`src/rtl/bldc_i2c_master.sv`:
```
// I2C bus master for single-byte register writes and reads on the BLDC PID board.
// Bit cells are four quarter-periods of CLK_DIV clocks; every slave ACK is checked.
module bldc_i2c_master #(
    parameter int unsigned CLK_DIV  = 125,
    parameter logic [6:0]  DEV_ADDR = 7'h2A
) (
    input  logic       clk,
    input  logic       rst,
    input  logic       start,
    input  logic       rw,
    input  logic [7:0] reg_addr,
    input  logic [7:0] wdata,
    output logic       busy,
    output logic       done,
    output logic       ack_err,
    output logic [7:0] rdata,
    input  logic       sda_in,
    output logic       sda_out,
    output logic       sda_oe,
    output logic       scl
);
    localparam int unsigned CW = $clog2(CLK_DIV);
    localparam logic [CW-1:0] LAST = CW'(CLK_DIV - 1);

    typedef enum logic [3:0] {
        S_IDLE,
        S_START,
        S_TX_BYTE,
        S_TX_ACK,
        S_RSTART,
        S_RX_BYTE,
        S_M_NACK,
        S_STOP,
        S_DONE
    } state_t;

    state_t        r_state;
    logic [CW-1:0] r_cnt;
    logic [1:0]    r_q;
    logic [2:0]    r_bit;
    logic [1:0]    r_idx;
    logic [7:0]    r_tx;
    logic [7:0]    r_rx;
    logic          r_rw;
    logic [7:0]    r_addr;
    logic [7:0]    r_wdata;
    logic [7:0]    r_rdata;
    logic          r_busy;
    logic          r_done;
    logic          r_err;
    logic          r_nack;
    logic          r_scl;
    logic          r_oe;

    logic w_tick;
    logic w_end;
    logic w_smp;
    logic w_scl;
    logic w_oe;

    assign w_tick = (r_state != S_IDLE) && (r_state != S_DONE) && (r_cnt == LAST);
    assign w_end  = w_tick && (r_q == 2'd3);
    assign w_smp  = w_tick && (r_q == 2'd2);

    // Bus levels decoded from the current quarter; registered below.
    always_comb begin
        w_scl = 1'b1;
        w_oe  = 1'b0;
        unique case (r_state)
            S_START: w_oe = r_q[1];
            S_TX_BYTE: begin
                w_scl = r_q[1];
                w_oe  = ~r_tx[7];
            end
            S_TX_ACK, S_RX_BYTE, S_M_NACK: w_scl = r_q[1];
            S_RSTART: begin
                w_scl = (r_q != 2'd0);
                w_oe  = (r_q == 2'd3);
            end
            S_STOP: begin
                w_scl = (r_q != 2'd0);
                w_oe  = ~r_q[1];
            end
            default: ;
        endcase
    end

    always_ff @(posedge clk or negedge rst) begin
        if (!rst) begin
            r_state <= S_IDLE;
            r_cnt   <= '0;
            r_q     <= 2'd0;
            r_bit   <= 3'd0;
            r_idx   <= 2'd0;
            r_tx    <= 8'h00;
            r_rx    <= 8'h00;
            r_rw    <= 1'b0;
            r_addr  <= 8'h00;
            r_wdata <= 8'h00;
            r_rdata <= 8'h00;
            r_busy  <= 1'b0;
            r_done  <= 1'b0;
            r_err   <= 1'b0;
            r_nack  <= 1'b0;
            r_scl   <= 1'b1;
            r_oe    <= 1'b0;
        end else begin
            r_scl  <= w_scl;
            r_oe   <= w_oe;
            r_done <= 1'b0;
            if (w_tick || r_state == S_IDLE || r_state == S_DONE)
                r_cnt <= '0;
            else
                r_cnt <= r_cnt + 1'b1;
            if (r_state == S_IDLE)
                r_q <= 2'd0;
            else if (w_tick)
                r_q <= r_q + 2'd1;
            if (w_smp) begin
                r_nack <= sda_in;
                if (r_state == S_RX_BYTE)
                    r_rx <= {r_rx[6:0], sda_in};
            end
            unique case (r_state)
                S_IDLE: begin
                    // The done cycle itself blocks a new accept.
                    if (start && !r_done) begin
                        r_state <= S_START;
                        r_busy  <= 1'b1;
                        r_err   <= 1'b0;
                        r_rw    <= rw;
                        r_addr  <= reg_addr;
                        r_wdata <= wdata;
                    end
                end
                S_START: begin
                    if (w_end) begin
                        r_state <= S_TX_BYTE;
                        r_tx    <= {DEV_ADDR, 1'b0};
                        r_idx   <= 2'd0;
                        r_bit   <= 3'd0;
                    end
                end
                S_TX_BYTE: begin
                    if (w_end) begin
                        r_tx  <= {r_tx[6:0], 1'b0};
                        r_bit <= r_bit + 3'd1;
                        if (r_bit == 3'd7)
                            r_state <= S_TX_ACK;
                    end
                end
                S_TX_ACK: begin
                    if (w_end) begin
                        if (r_nack) begin
                            r_err   <= 1'b1;
                            r_state <= S_STOP;
                        end else begin
                            unique case (r_idx)
                                2'd0: begin
                                    r_idx   <= 2'd1;
                                    r_tx    <= r_addr;
                                    r_state <= S_TX_BYTE;
                                end
                                2'd1: begin
                                    if (r_rw) begin
                                        r_state <= S_RSTART;
                                    end else begin
                                        r_idx   <= 2'd2;
                                        r_tx    <= r_wdata;
                                        r_state <= S_TX_BYTE;
                                    end
                                end
                                2'd2: r_state <= S_STOP;
                                default: r_state <= S_RX_BYTE;
                            endcase
                        end
                    end
                end
                S_RSTART: begin
                    if (w_end) begin
                        r_idx   <= 2'd3;
                        r_tx    <= {DEV_ADDR, 1'b1};
                        r_state <= S_TX_BYTE;
                    end
                end
                S_RX_BYTE: begin
                    if (w_end) begin
                        r_bit <= r_bit + 3'd1;
                        if (r_bit == 3'd7) begin
                            r_rdata <= r_rx;
                            r_state <= S_M_NACK;
                        end
                    end
                end
                S_M_NACK: if (w_end) r_state <= S_STOP;
                S_STOP:   if (w_end) r_state <= S_DONE;
                S_DONE: begin
                    r_done  <= 1'b1;
                    r_busy  <= 1'b0;
                    r_state <= S_IDLE;
                end
                default: r_state <= S_IDLE;
            endcase
        end
    end

    assign busy    = r_busy;
    assign done    = r_done;
    assign ack_err = r_err;
    assign rdata   = r_rdata;
    assign sda_out = 1'b0;
    assign sda_oe  = r_oe;
    assign scl     = r_scl;
endmodule

```
`config.mk`:
```
export PLATFORM = sky130hd
export DESIGN_NAME = bldc_i2c_master
export DESIGN_NICKNAME = d
export VERILOG_FILES = /design/src/rtl/bldc_i2c_master.sv
export SDC_FILE = /design/constraint.sdc
export NUM_CORES = 1
export LEC_CHECK = 0
export BUFFER_PORTS_ARGS = -buffer_cell sky130_fd_sc_hd__buf_2
export CORE_ASPECT_RATIO = 0.7
export CORE_MARGIN = 2
export CORE_UTILIZATION = 35
export DETAILED_ROUTE_END_ITERATION = 6
export SLEW_MARGIN = 15
export SYNTH_ARGS = -nofsm -noshare
export SYNTH_HDL_FRONTEND = slang
export SYNTH_SLANG_ARGS = --single-unit
```
`constraint.sdc`:
```
create_clock -name clk -period 5.7 [get_ports clk]
set_input_delay 1.14 -clock clk [delete_from_list [all_inputs] [get_ports clk]]
set_output_delay 1.14 -clock clk [all_outputs]
set_load 0.1 [all_outputs]
```
Yosys cells after proc, flatten, opt, wreduce, memory -nomap -nowiden
Index checks and enable logic that the tools add are counted.

cells by class
  add/subtract/negate cells = 3
  eq/ne operators = 31
  multiplexer cells = 43
  bitwise gates (word level) = 2
  reduce and logical (&&, ||, !) cells = 31

operators with widths
  operator               number
  $mux W8                6
  $mux W4                9
  $pmux W8 S4            1
  $pmux W4 S7            1
  $ne A2 B2 Y1 const B   10
  $eq A4 B3 Y1 const B   4
  $pmux W8 S2            1
  $mux W2                7
  $mux W3                4
  $reduce_bool A2 Y1     5
  $pmux W3 S3            1
  $reduce_and A9 Y1      1
  $eq A4 B2 Y1 const B   2
  $ne A2 B1 Y1 const B   4
  $reduce_and A8 Y1      1
  $reduce_bool A4 Y1     2
  $add A7 B1 Y7 const B  1
  $eq A7 B7 Y1 const B   1
  $mux W7                1
  $reduce_and A7 Y1      1
  $eq A2 B2 Y1 const B   3
  $pmux W1 S2            3
  $pmux W2 S3            1
  $pmux W3 S2            1
  24 further kinds       39

storage, ports and cells
  register bits = 65
  bits of input ports = 21
  output and inout bits = 14
  logic and storage cells = 127

Longest topological paths before layout
Gate-level depths: netlist of the first run.

  word-level depth = 6
  mapped depth = 8
  mapped depth without buffers = 7

Worst setup path after synthesis of the first run
OpenSTA, ideal clock, no wires.

  kind = input port to flip-flop
  from = in start
  to = reg r_addr[0]
  setup time = 0.125 ns
  arrival = 2.143 ns
  data required time = 5.575 ns
  path slack = 3.432 ns
  stages on the path = 4
  buffers on the path = 2
  cells stage by stage = nand4b_1 > clkbuf_1 > buf_2 > mux2_2

on the way
  cells in the longest elaborated chain, start to end = 2

ends and longest elaborated chain
  what                                RTL line  text
  start, declared                     9         input logic start,
  $logic_and A1 B1 Y1                 127       if (start && !r_done) begin
  $reduce_and A2 Y1 (no source line)  -
  end signal, assigned                132       r_addr <= reg_addr;
  end, declared                       45        logic [7:0] r_addr;

Every way passes these cells.
A chain may end at the register's enable or synchronous reset.

Worst setup path after layout of the first run
  from = reg r_state[0]
  to = reg r_tx[0]

on the way
  cells in the longest elaborated chain, start to end = 6
  elaborated cells between the ends (all ways) = 19
  classes of those cells = eq/ne: 12; mux: 1; reduce/logical: 6

ends and longest elaborated chain
  what                                                RTL line  text
  start, declared                                     37        state_t r_state;
  start signal, assigned                              90        r_state <= S_IDLE;
  start signal, assigned                              128       r_state <= S_START;
  start signal, assigned                              138       r_state <= S_TX_BYTE;
  $ne A4 B4 Y1 or $reduce_bool A4 Y1 (tied branches)  61        assign w_tick = (r_state != S_IDLE) && (r_state != S_DONE) && (r_cnt == LAST);
  $logic_and A1 B1 Y1 (2 in a row)                    61
  $logic_and A1 B1 Y1                                 62        assign w_end = w_tick && (r_q == 2'd3);
  $ne A2 B2 Y1 (no source line)                       -
  $reduce_and A8 Y1 (no source line)                  -
  end signal, assigned                                139       r_tx <= {DEV_ADDR, 1'b0};
  end signal, assigned                                146       r_tx <= {r_tx[6:0], 1'b0};
  end signal, assigned                                161       r_tx <= r_addr;
  end, declared                                       42        logic [7:0] r_tx;

Parallel ways exist; a longest one is shown, timed or not.

==> flow_summary.json, run 1 <==
{
  "insertion_delay_ns": 0.33,
  "crit_family": "compound AO/OA/AOI/OAI gates",
  "synth_fp_nets": 298,
  "drv_cap": 0,
  "drt_first_pass_iters": 4,
  "gp_congestion": 0.828,
  "critical_path_class": "reg -> reg",
  "netlist_area_mm2": 0.00317,
  "detailed_place_hpwl_um": 4540,
  "crit_arrival_ns": 2.75,
  "n_antenna_cell": 0,
  "fmaxAchievable_mhz": 403,
  "start_util_pct": 35.5,
  "synth-edff-count": 0,
  "yosysWarnings": 0,
  "status": "finished clean",
  "die_y_um": 83.6,
  "setup_tns_ns": 0,
  "yosys-top-cells-area": "dfrtp_1 (51%), mux2_2 (16%), ha_1 (2.8%)",
  "cts-root-buf": "clkbuf_16",
  "leakagePower_nw": 1.75,
  "synth_top_area_share_pct": 50.6,
  "grt_pass1_wl_um": 11500,
  "areaGrowthSynthToFinish_pct": 18.7,
  "grt_max_degree": 66,
  "cts_hold_buf": 0,
  "start_kind": "flop",
  "power_frac_clock_pct": 34.2,
  "port-buffer-count": 33,
  "cts_buffers": 9,
  "ys_top_cells_by_count": "dfrtp_1 (64), mux2_2 (44), nor2_1 (18)",
  "drc": 0,
  "seq_area_frac_synth_pct": 51.4,
  "synth_cells": 270,
  "switching_share_pct": 32.0,
  "rows": 29,
  "ctsResizeCount": 0,
  "worstMarginPinSlew_ns": 0.956,
  "h-tree-depth": 3,
  "intPower_mw": 1.18,
  "cts_buffer_depth": 2,
  "first_global_vias": 2198,
  "path_cells": "nand2_1 > nor3_1 > a21boi_1 > a221o_1 > mux2_2",
  "drt_iter0_drc": 143,
  "drive_gt1_share_pct": 33.1,
  "p_per_area_mw_per_mm2": 460,
  "slowest_stage": "dfrtp_1",
  "vias_per_cell": 5.00,
  "finish.net_count": 331,
  "die_w_um": 118,
  "wl_per_cell_um": 15.2,
  "synth_cell_type_count": 55,
  "post-synth-top-count-cell": "dfrtp_1",
  "antenna_found_initial": 0,
  "synth_async_sr_flop_share_pct": 100,
  "via_count": 2161,
  "cts_tree": "built",
  "cpPeakStageDelay_ns": 0.76,
  "crit_path_end_kind": "flop",
  "ioPinCount": 35,
  "routed_wl_um": 6570,
  "dieArea_mm2": 0.00984,
  "cts.sinks": 65,
  "grtUsageTotal_pct": 14.8,
  "finClkSkew_ns": 0.00481,
  "crit_fanout": 19,
  "synth_ff_type": "dfrtp_1",
  "post-route-period-util_pct": 43.5,
  "rsz0062_at_grt": "false",
  "postCtsSetupBuffers": 0,
  "min_path_type": "reg -> reg",
  "ant_nets": 0,
  "core_mm2": 0.00893,
  "path_clk_slew_ns": 0.05,
  "cp.required_ns": 5.97,
  "avgSynthCellArea_um2": 11.7,
  "drv_slew": 0,
  "relSlewSlack_pct": 35.9,
  "fin_crit_ns": 2.48,
  "hold_viol_final": 0,
  "seq_power_share_pct": 41.3,
  "cp.buffers_inverters": 0,
  "comb_power_share_pct": 24.4,
  "ir_drop_v": 0.000211,
  "p_sw_uw": 553,
  "ys_ff_latch": 65,
  "p_total_mw": 1.73,
  "fill_cells": 868,
  "setup_viol": 0,
  "yosys.area.top_type": "dfrtp_1",
  "gr-total-overflow": 0
}
==> cells by family (layout without fill, tap and decap cells) <==
kind of cell / count (synthesis) / after routing / synth area share [%]
xor gates and xnor gates: 6 / 6 / 1.66
and+or+nand+nor: 74 / 74 / 13.0
other: 1 / 1 / 0.118
muxes: 45 / 45 / 16.0
adders and majority gates: 7 / 7 / 2.76
buffers and inverters: 23 / 61 / 3.12
AOI/OAI and AO/OA: 49 / 49 / 12.0
DFF: 65 / 65 / 51.4
==> power by group through the flow <==
| stage | clock (mW) | sequential [mW] | combinational [mW] |
|---|---|---|---|
| global route | 0.625 | 0.735 | 0.470 |
| finish | 0.593 | 0.715 | 0.423 |
| global placement | 0 | 0.718 | 0.413 |
| detailed placement | 0 | 0.718 | 0.424 |
| floorplan | 0 | 0.725 | 0.318 |
| CTS | 0.602 | 0.713 | 0.425 |
==> final timing paths <==
check	start	end	slack, ns	cells after the start
max in group asynchronous	rst	r_rx[6]	4.18	2
setup / recovery	r_state[0]	r_tx[0]	3.22	5
setup reg to reg	r_state[0]	r_tx[0]	3.22	5
min in group asynchronous	rst	r_wdata[5]	0.99	2
hold / removal	ack_err	ack_err	0.49	2
hold reg to reg	ack_err	ack_err	0.49	2
==> per-layer routing <==
metal  vias to the layer above  track usage, %  share of wire (%)
met5                         -               0                  0
met4                         0            4.93                1.3
met3                         8            5.19                5.5
met2                        49            19.0                 40
met1                      1062            22.7                 53
li1                       1042               -                  -
==> layout make-up <==
| type | instances | area (um2) | area share [%] |
|---|---|---|---|
| tap | 124 | 155 | 4.13 |
| multi-input combinational | 182 | 1440 | 38.3 |
| clock buffer | 11 | 243 | 6.46 |
| sequential | 65 | 1630 | 43.3 |
| timing repair buffer | 34 | 173 | 4.59 |
| inverter | 11 | 41.3 | 1.10 |
| clock inverter | 5 | 78.8 | 2.10 |
==> placed cells by master (no fill, tap or decap), types with 4 or more instances in the layout <==
| cell type | count |
|---|---|
| nor2_1 | 18 |
| and2_1 | 5 |
| mux2_2 | 44 |
| a221o_1 | 8 |
| nand2b_1 | 5 |
| ha_1 | 7 |
| dfrtp_1 | 64 |
| nor3_1 | 8 |
| a21o_1 | 4 |
| nand3_1 | 9 |
| a21oi_1 | 6 |
| clkbuf_16 | 9 |
| nand2_1 | 11 |
| inv_1 | 10 |
| buf_2 | 33 |
| o21ai_0 | 10 |
==> metrics by stage <==
step	instance area, um2	hold slack, ns	instances	setup WS (ns)	utilization [%]
after floorplan	3170	0.441	270	3.43	-
after detailed placement	3440	0.487	416	2.96	38.5
after CTS	3760	0.499	432	3.12	42.1
after global placement	3440	0.466	416	3.00	38.5
final	3760	0.492	432	3.22	42.1
after global routing	3760	0.509	432	2.93	42.1
==> registers in the layout (all words and copies together), names as in the netlist, 2 cells and up <==
register / flops
r_addr: 8
r_rx: 8
r_tx: 8
r_wdata: 8
rdata: 8
r_cnt: 7
r_state: 4
r_bit: 3
r_idx: 2
r_q: 2
==> tightest hold or removal path, delay by kind of cell, from the launching register on <==
family	cells	cell delay, ns
DFF	1	0.35
and+or+nand+nor	2	0.10
No activity file was read; power rests on OpenSTA's default activity.
==> run 2: changes to the inputs <==
Clock period 5.7 ns to 2.5 ns, I/O delays scaled along.
==> run 2 against run 1 <==
Effect of this change: clock power grew 140%; clock-buffer cell count is the same; first-iteration DRC count grew 59%; worst setup slack lost 2.8 ns; combinational power grew 140%; sequential share of layout area shrank 1.4 points; critical path depth grew 3; die area is the same; register-to-register slack lost 2.8 ns; largest power group unchanged; sequential power grew 120%; global-route usage grew 0.27 points.
==> flow_summary.json, run 2 (same netlist as run 1, synthesis figures left out) <==
{
  "final_common_cell": "dfrtp_1",
  "ctsResizeCount": 0,
  "setup_viol": 0,
  "routed_wl_um": 6860,
  "core_mm2": 0.00893,
  "drive_gt1_share_pct": 35.5,
  "cts-root-buf": "clkbuf_16",
  "first_global_vias": 2245,
  "port-buffer-count": 33,
  "drv_slew": 0,
  "ioPinCount": 35,
  "cts_buffer_depth": 2,
  "use_met1_pct": 24.0,
  "grt-busiest-layer": "met1",
  "wl_per_cell_um": 15.4,
  "vias_per_cell": 5.13,
  "dieArea_mm2": 0.00984,
  "postCtsSetupBuffers": 0,
  "cp.required_ns": 2.71,
  "p_total_mw": 4.03,
  "path_cells": "inv_1 > ha_1 > nand3_1 > a2111oi_4 > a21oi_2 > nor4_4 > buf_4 > mux2_2",
  "insertion_delay_ns": 0.33,
  "r2r_setup_slack_ns": 0.37,
  "crit_arrival_ns": 2.34,
  "rows": 29,
  "ant_nets": 0,
  "rr_startpoint": "r_cnt[0]",
  "grt_use_met3_pct": 4.58,
  "n_antenna_cell": 0,
  "met2_usage_pct": 19.0,
  "cts_tree": "built",
  "fill_cells": 854,
  "hold_viol_final": 0,
  "reg2reg_to": "r_tx[5]",
  "start_util_pct": 35.5,
  "p_per_area_mw_per_mm2": 1040,
  "multi_input_area_mm2": 0.00144,
  "critical_path_class": "reg -> reg",
  "fin_crit_ns": 2.13,
  "drv_cap": 0,
  "path_clk_slew_ns": 0.05,
  "gr-total-overflow": 0,
  "crit_fanout": 8,
  "via_count": 2284,
  "detailed_place_hpwl_um": 4960,
  "grt_max_degree": 35,
  "grt_pass1_wl_um": 11500,
  "postLayoutCellArea_mm2": 0.00388,
  "layout_setup_ws_ns": 0.370,
  "finish.net_count": 344,
  "die_y_um": 83.6,
  "fmaxAchievable_mhz": 470,
  "pre_cts_ws_ns": 0.377,
  "finClkSkew_ns": 0.00825,
  "cts_hold_buf": 0,
  "start_kind": "flop",
  "slowest_stage": "dfrtp_1",
  "setup_tns_ns": 0,
  "ir_drop_v": 0.000469,
  "gp_congestion": 0.861,
  "rsz0062_at_grt": "false",
  "drc": 0,
  "cts_buffers": 9,
  "drt_first_pass_iters": 4,
  "grtUsageTotal_pct": 15.1,
  "h-tree-depth": 3,
  "final_cell_mix": "dfrtp_1 (64), mux2_2 (44), buf_2 (33)",
  "crit_path_end_kind": "flop",
  "leakagePower_nw": 1.82,
  "cts.sinks": 65,
  "crit_family": "compound AO/OA/AOI/OAI gates",
  "reg2reg_depth": 8,
  "min_path_type": "in -> async",
  "seqCellArea_mm2": 0.00163,
  "drt_iter0_drc": 227,
  "areaGrowthSynthToFinish_pct": 22.6,
  "antenna_found_initial": 0,
  "post-route-period-util_pct": 85.2,
  "cp.buffers_inverters": 2,
  "dpl_cell_area_mm2": 0.00355,
  "status": "finished clean",
  "die_w_um": 118,
  "cpPeakStageDelay_ns": 0.42
}
[run 2: cell types whose count changed in the layout (fill, tap and decap cells not counted), sizes merged]
cell | before | now
clkinv | 4 | 3
buf | 34 | 47
bufinv | 2 | 3
[run 2: stage by stage]
step	hold WS (ns)	utilization, %	std cells
final	0.130	43.5	445
after global routing	0.152	43.5	445
after CTS	0.137	43.5	445
after detailed placement	0.474	39.8	429
after global placement	0.475	39.8	429
after floorplan	0.204	-	270
[run 2: area by class of cell]
| type | instances | area share [%] |
|---|---|---|
| clock buffers | 11 | 5.99 |
| clock inverters | 5 | 2.67 |
| inverters | 11 | 1.06 |
| multi-input cells | 182 | 37.1 |
| flip-flops and latches | 65 | 41.9 |
| well taps | 124 | 3.99 |
| repair buffers | 47 | 7.28 |
[run 2: worst max-delay path by stage]
| stage | cells past startpoint | from | slack [ns] | endpoint |
|---|---|---|---|---|
| after CTS | 8 | r_cnt[0] | 0.37 | r_tx[6] |
| after global routing | 7 | r_q[1] | 0.23 | r_tx[5] |
| final | 8 | r_cnt[0] | 0.37 | r_tx[5] |
| after detailed placement | 8 | r_cnt[0] | 0.38 | r_tx[5] |
| after global placement | 8 | r_cnt[0] | 0.46 | r_tx[4] |
| after floorplan | 4 | done | 0.34 | r_addr[0] |
[run 2: report_power, final]
group          internal, mW  leakage [nW]  switching (mW)  total, mW
clock network         0.974         0.164           0.445       1.42
logic                 0.473         0.836           0.553       1.03
registers              1.34         0.820           0.237       1.58
[run 2: layer usage]
layer / wire length (um) / part of all wire (%) / vias up
li1: - / - / 1068
met1: 3790 / 55 / 1148
met2: 2650 / 39 / 64
met3: 378 / 5.5 / 4
met4: 40 / 0.58 / 0
met5: 0 / 0 / -
[run 2: worst register-to-register path, cell delays in order (launching register included)]
cell       delay, ns
dfrtp_1         0.42
inv_1           0.08
ha_1            0.16
nand3_1         0.21
a2111oi_4       0.39
a21oi_2         0.08
nor4_4          0.13
buf_4           0.21
mux2_2          0.34
